$ cat src/rtl/systolic_feeder_pkg.sv
`default_nettype none
// ============================================================================
// Module   : systolic_feeder_pkg
// Brief    : Shared types and constants for the systolic array feeder.
// Revision : 1.0 - initial release
// ============================================================================
package systolic_feeder_pkg;

    localparam int SYS_ARRAY_SIZE      = 4;
    localparam int DATA_W              = 8;
    localparam int FEEDER_DRAIN_CYCLES = 2 * SYS_ARRAY_SIZE + 2;

    typedef logic [DATA_W-1:0] data_t;

    typedef enum logic [1:0] {
        IDLE   = 2'd0,
        STREAM = 2'd1,
        DRAIN  = 2'd2
    } feeder_state_e;

    typedef struct packed {
        data_t [SYS_ARRAY_SIZE-1:0] a;
        data_t [SYS_ARRAY_SIZE-1:0] b;
        logic                       last;
    } feeder_entry_t;

endpackage
`default_nettype wire

$ cat src/rtl/feeder_fifo.sv
`default_nettype none
// ============================================================================
// Module   : feeder_fifo
// Brief    : Synchronous operand FIFO with wrap-bit pointers and fill level.
// Revision : 1.0 - initial release
// ============================================================================
module feeder_fifo
    import systolic_feeder_pkg::*;
#(
    parameter type ENTRY_T = feeder_entry_t,
    parameter int  DEPTH   = 4
) (
    input  logic                   clk_i,
    input  logic                   rst_ni,
    input  logic                   i_push,
    input  ENTRY_T                 i_wdata,
    input  logic                   i_pop,
    output ENTRY_T                 o_rdata,
    output logic                   o_full,
    output logic                   o_empty,
    output logic [$clog2(DEPTH):0] o_level
);

    localparam int c_AW = $clog2(DEPTH);

    ENTRY_T          r_mem [DEPTH];
    logic [c_AW:0]   r_wr_ptr;
    logic [c_AW:0]   r_rd_ptr;

    always_ff @(posedge clk_i or negedge rst_ni) begin
        if (!rst_ni) begin
            r_wr_ptr <= '0;
            r_rd_ptr <= '0;
        end else begin
            if (i_push) r_wr_ptr <= r_wr_ptr + 1'b1;
            if (i_pop)  r_rd_ptr <= r_rd_ptr + 1'b1;
        end
    end

    always_ff @(posedge clk_i) begin
        if (i_push) r_mem[r_wr_ptr[c_AW-1:0]] <= i_wdata;
    end

    assign o_rdata = r_mem[r_rd_ptr[c_AW-1:0]];
    assign o_level = r_wr_ptr - r_rd_ptr;
    assign o_empty = (r_wr_ptr == r_rd_ptr);
    // Same slot, opposite lap: the writer has wrapped once past the reader.
    assign o_full  = (r_wr_ptr[c_AW] != r_rd_ptr[c_AW]) &&
                     (r_wr_ptr[c_AW-1:0] == r_rd_ptr[c_AW-1:0]);

endmodule
`default_nettype wire

$ cat src/rtl/systolic_feeder.sv
`default_nettype none
// ============================================================================
// Module   : systolic_feeder
// Brief    : Buffers operand beats and replays them to the systolic wrapper,
//            inserting the result drain gap after every tile.
//            Optional: FEEDER_STATS_EN adds tiles_o / bubbles_o counters.
// Revision : 1.0 - initial release
// ============================================================================
module systolic_feeder
    import systolic_feeder_pkg::*;
#(
    parameter int SIZE         = SYS_ARRAY_SIZE,
    parameter int FIFO_DEPTH   = 4,
    parameter int MAX_TILE_LEN = 64,
    parameter int DRAIN_CYCLES = 2 * SIZE + 2
) (
    input  logic                   clk_i,
    input  logic                   rst_ni,
    input  logic [SIZE*DATA_W-1:0] a_i,
    input  logic [SIZE*DATA_W-1:0] b_i,
    input  logic                   last_i,
    input  logic                   valid_i,
    output logic                   ready_o,
    output logic [SIZE*DATA_W-1:0] a_o,
    output logic [SIZE*DATA_W-1:0] b_o,
    output logic                   en_o,
    output logic                   last_o,
    output logic                   busy_o,
    output logic                   err_o
`ifdef FEEDER_STATS_EN
    ,
    output logic [31:0]            tiles_o,
    output logic [31:0]            bubbles_o
`endif
);

    localparam int c_VEC_W  = SIZE * DATA_W;
    localparam int c_LVL_W  = $clog2(FIFO_DEPTH) + 1;
    localparam int c_BEAT_W = $clog2(MAX_TILE_LEN + 1);
    localparam int c_DRN_W  = $clog2(DRAIN_CYCLES + 1);

    typedef struct packed {
        logic [c_VEC_W-1:0] a;
        logic [c_VEC_W-1:0] b;
        logic               last;
    } entry_t;

    feeder_state_e        r_state;
    feeder_state_e        w_state_nxt;
    entry_t               w_wr_entry;
    entry_t               w_head;
    logic                 w_full;
    logic                 w_empty;
    logic                 w_push;
    logic                 w_pop;
    logic                 w_forced;
    logic                 w_last_out;
    logic [c_LVL_W-1:0]   w_level;
    logic [c_LVL_W-1:0]   w_level_nxt;

    logic [c_VEC_W-1:0]   r_a;
    logic [c_VEC_W-1:0]   r_b;
    logic                 r_en;
    logic                 r_last;
    logic                 r_ready;
    logic                 r_busy;
    logic                 r_err;
    logic [c_BEAT_W-1:0]  r_beat_cnt;
    logic [c_DRN_W-1:0]   r_drain_cnt;

    assign w_wr_entry  = '{a: a_i, b: b_i, last: last_i};
    assign w_push      = valid_i && r_ready && !w_full;
    assign w_level_nxt = w_level + c_LVL_W'(w_push) - c_LVL_W'(w_pop);

    feeder_fifo #(
        .ENTRY_T (entry_t),
        .DEPTH   (FIFO_DEPTH)
    ) u_fifo (
        .clk_i   (clk_i),
        .rst_ni  (rst_ni),
        .i_push  (w_push),
        .i_wdata (w_wr_entry),
        .i_pop   (w_pop),
        .o_rdata (w_head),
        .o_full  (w_full),
        .o_empty (w_empty),
        .o_level (w_level)
    );

    always_ff @(posedge clk_i or negedge rst_ni) begin
        if (!rst_ni) r_state <= IDLE;
        else         r_state <= w_state_nxt;
    end

    always_comb begin
        w_pop       = !w_empty && (r_state != DRAIN);
        w_forced    = (r_beat_cnt == c_BEAT_W'(MAX_TILE_LEN - 1)) && !w_head.last;
        w_last_out  = w_head.last || w_forced;
        w_state_nxt = r_state;
        case (r_state)
            IDLE, STREAM: begin
                if (w_pop) w_state_nxt = w_last_out ? DRAIN : STREAM;
            end
            DRAIN: begin
                // Counter was loaded with the last_o beat, so expiry lands
                // exactly DRAIN_CYCLES idle outputs later.
                if (r_drain_cnt == c_DRN_W'(1)) w_state_nxt = w_empty ? IDLE : STREAM;
            end
            default: w_state_nxt = IDLE;
        endcase
    end

    always_ff @(posedge clk_i or negedge rst_ni) begin
        if (!rst_ni) begin
            r_a         <= '0;
            r_b         <= '0;
            r_en        <= 1'b0;
            r_last      <= 1'b0;
            r_ready     <= 1'b0;
            r_busy      <= 1'b0;
            r_err       <= 1'b0;
            r_beat_cnt  <= '0;
            r_drain_cnt <= '0;
        end else begin
            r_ready <= (w_level_nxt != c_LVL_W'(FIFO_DEPTH));
            r_busy  <= (w_state_nxt != IDLE) || (w_level_nxt != '0);
            r_en    <= w_pop;
            r_last  <= w_pop && w_last_out;
            if (w_pop) begin
                r_a        <= w_head.a;
                r_b        <= w_head.b;
                r_beat_cnt <= w_last_out ? '0 : r_beat_cnt + 1'b1;
            end
            if (w_pop && w_forced) r_err <= 1'b1;
            if (w_pop && w_last_out)
                r_drain_cnt <= c_DRN_W'(DRAIN_CYCLES);
            else if (r_drain_cnt != '0)
                r_drain_cnt <= r_drain_cnt - 1'b1;
        end
    end

    assign ready_o = r_ready;
    assign a_o     = r_a;
    assign b_o     = r_b;
    assign en_o    = r_en;
    assign last_o  = r_last;
    assign busy_o  = r_busy;
    assign err_o   = r_err;

`ifdef FEEDER_STATS_EN
    logic        w_bubble;
    logic [31:0] r_tiles;
    logic [31:0] r_bubbles;

    // A STREAM cycle without a pop becomes an en_o=0 hole inside the tile.
    assign w_bubble = (r_state == STREAM) && !w_pop;

    always_ff @(posedge clk_i or negedge rst_ni) begin
        if (!rst_ni) begin
            r_tiles   <= '0;
            r_bubbles <= '0;
        end else begin
            if (w_pop && w_last_out) r_tiles   <= r_tiles + 32'd1;
            if (w_bubble)            r_bubbles <= r_bubbles + 32'd1;
        end
    end

    assign tiles_o   = r_tiles;
    assign bubbles_o = r_bubbles;
`endif

endmodule
`default_nettype wire

$ cat config.mk
export PLATFORM = sky130hd
export DESIGN_NAME = systolic_feeder
export DESIGN_NICKNAME = d
export VERILOG_FILES = /design/src/rtl/systolic_feeder_pkg.sv /design/src/rtl/feeder_fifo.sv /design/src/rtl/systolic_feeder.sv
export SDC_FILE = /design/constraint.sdc
export NUM_CORES = 1
export LEC_CHECK = 0
export ABC_CLOCK_PERIOD_IN_PS = 3600
export CAP_MARGIN = 10
export CORE_MARGIN = 5
export CORE_UTILIZATION = 55
export DETAILED_ROUTE_END_ITERATION = 8
export MAX_ROUTING_LAYER = met4
export PLACE_DENSITY = 0.78
export SETUP_SLACK_MARGIN = 0.1
export SYNTH_ARGS = -nofsm -noshare
export SYNTH_HDL_FRONTEND = slang
export SYNTH_SLANG_ARGS = --single-unit
$ cat constraint.sdc
create_clock -name clk_i -period 3.6 [get_ports clk_i]
set_input_delay 0.72 -clock clk_i [delete_from_list [all_inputs] [get_ports clk_i]]
set_output_delay 0.72 -clock clk_i [all_outputs]
set_load 0.1 [all_outputs]
==> reports/results.tsv <==
metric	value	unit
CP arrival	3.49	ns
fraction of registers with async set/reset	0.253	
Die ar.	27100	µm²
Synth Area in Simple Gates	0.0167	
Row Count	56	
final hold vios	0	
DR WL/cell	22.7	µm
# setup viols final	0	
Placer Congestion	0.814	
#FFs+latches synth	348	
clock tree from TritonCTS	built	
post-layout util	0.681	
Syn Area/Cell	22.2	µm²
number of routed nets with antenna violations	0	
met2 Use GR	0.324	
Vias/cell	5.60	
antenna violations before repair	0	
Worst-Skew Late Latency	0.52	ns
CP startpoint kind	register	
synth unique cells	44	
initial core utilization	0.559	
Port Buffers	136	
# IOs	137	
first-iteration detailed-routing DRC count	510	
DRC Markers	0	
maximum root-to-sink buffer count	3	
cts hold-fix bufs	0	
Slew HR	0.298	
yosys warns	0	
Post-Synth Adder-Cell Area	0.0135	
Hold Crit Class	in -> async	
Critical Path RT	3.98	ns
post-CTS setup buffers	0	
core region area	23500	µm²
# diodes	0	
Synth Area in Compound Gates	0.0129	
Post-CTS Resized	0	
largest family of logic cells by synthesized area	multiplexers	
mux cell area share after synthesis	0.171	
H-tree Lvls	2	
GRT overflow	0	
hpwl dp	14.9	mm
max-slew violations	0	
Root Driver	clkbuf_16	
Seq/Total Area, Yosys	0.760	
GRT busiest layer	met2	
EDFF count, synth	260	
final instance area	16000	µm²
XOR/XNOR Fraction of Synth Area	0.00855	
1st-pass router iterations	5	
MaxCap Viol Count	0	
clk_skew	0.0222	ns
Synth area leaders	edfxtp_1 59%, dfrtp_1 17%, mux4_2 9.2%	
share of layout cells above drive strength 1	0.250	
Final Critical Period	3.11	ns
Fillers	1504	
RSZ-0062 raised after global routing	no	
GRT Util Overall	0.200	
vias post-DR	6185	
Synth top area share	0.593	
Syn Nets	675	
GR Layer Usage met1	0.264	
Fin Setup TNS	0	ns
Worst-path clk slew	0.06	ns
CP max FO	12	
met3 usage	0.0427	
Synth Flop Type	edfxtp_1	
Final nets	839	
final WL	25.1	mm
Post-Syn Area	13200	µm²
Least-Margin Pin Slew	1.05	ns
Commonest cells post-synth	260 x edfxtp_1, 88 x dfrtp_1, 65 x mux2_2, 54 x mux4_2, 14 x buf_6	
crit path capture type	register	
number of global-route vias before repair	6882	
Sink Count	348	
Placed Area	14900	µm²
crit share post-route	0.863	
largest net degree at the start of global routing	74	
cell taking the most area after synthesis	edfxtp_1	
Inserted Clock Buffers	35	
Die Y	165	µm
kind of critical path	reg -> reg	
Chip Width	165	µm
max frequency	322	MHz
result of the run	complete, no violations	
count leader, synth	edfxtp_1	
global-route wire length before repair	39.6	mm
Mapped Cells	594	
Area Overhead vs Synth	21.8	%
[per-stage QoR]
step	hold WS [ns]	setup WS, ns	std cells
6_report	0.335	0.492	1104
5_1_grt	0.407	0.254	1104
4_1_cts	0.367	0.496	1103
3_5_place_dp	0.486	0.522	1039
3_3_place_gp	0.470	0.656	1039
2_1_floorplan	0.424	0.192	594
[sequential cells by signal, indices dropped and copies added, names as in the netlist, 2 cells and up]
register	count
a_o	32
b_o	32
r_beat_cnt	7
r_drain_cnt	4
r_state	2
u_fifo.r_mem	260
u_fifo.r_rd_ptr	3
u_fifo.r_wr_ptr	3
[per-layer routing]
metal / vias to the layer above / share of wire / wire length (µm)
li1: 2735 / - / -
met5: - / 0 / 0
met1: 3198 / 0.40 / 10100
met2: 201 / 0.52 / 13000
met4: 0 / 0.022 / 557
met3: 51 / 0.060 / 1500
[cell families after synthesis]
logic type	Yosys count
AOI/OAI and AO/OA	21
xor gates and xnor gates	12
adders and majority gates	13
buffers and inverters	30
DFF	348
muxes	132
and+or+nand+nor	38
[critical path, cell delays in order (launching register included)]
cell and delay (ns):
dfrtp_4 0.59, xnor2_2 0.27, nand3_2 0.14, nand2_1 0.22
inv_4 0.06, fa_1 0.40, fa_1 0.50, inv_1 0.05
ha_1 0.20, xnor2_1 0.19, xnor2_1 0.12, nor3_1 0.13
o21ai_0 0.10
[layout by cell type, fill, tap and decap left out, types with 4 or more instances in the layout]
| cell | count |
|---|---|
| edfxtp_1 | 260 |
| clkdlybuf4s50_1 | 132 |
| dfrtp_1 | 86 |
| mux2_2 | 65 |
| mux4_2 | 54 |
| clkbuf_16 | 36 |
| buf_4 | 13 |
| mux4_1 | 11 |
| ha_1 | 11 |
| clkbuf_1 | 10 |
| clkinv_1 | 9 |
| xnor2_1 | 8 |
| nand2_1 | 7 |
| inv_1 | 6 |
| nor2_1 | 5 |
| nor3_1 | 5 |
| and3_1 | 4 |
| and2_4 | 4 |
| o21ai_0 | 4 |
| buf_12 | 4 |
[cell type report]
type                    instances  area (µm²)  share of cell area
clock buffers                  48         966              0.0602
inverters                       7        28.8             0.00179
multi-input cells             216        2950               0.184
clock inverters                16         159             0.00990
flip-flops and latches        348       10000               0.624
repair buffers                150        1530              0.0951
well taps                     319         399              0.0249
[path summary, 6_finish.rpt]
check	start	to	slack (ns)	cells after the start
worst max-delay path	u_fifo.r_rd_ptr[0]$_DFFE_PN0P_	busy_o$_DFF_PN0_	0.49	12
min in group clk_i	r_beat_cnt[6]$_DFFE_PN0P_	r_beat_cnt[6]$_DFFE_PN0P_	0.50	1
max in group asynchronous	rst_ni	a_o[10]$_DFFE_PN0P_	2.24	3
worst min register to register	r_beat_cnt[6]$_DFFE_PN0P_	r_beat_cnt[6]$_DFFE_PN0P_	0.50	1
worst max register to register	u_fifo.r_rd_ptr[0]$_DFFE_PN0P_	busy_o$_DFF_PN0_	0.49	12
worst min-delay path	rst_ni	b_o[21]$_DFFE_PN0P_	0.33	1
Power is left out: the tool's default activity adds up to more than one toggle a clock period on the data nets, which glitch-free logic cannot reach.
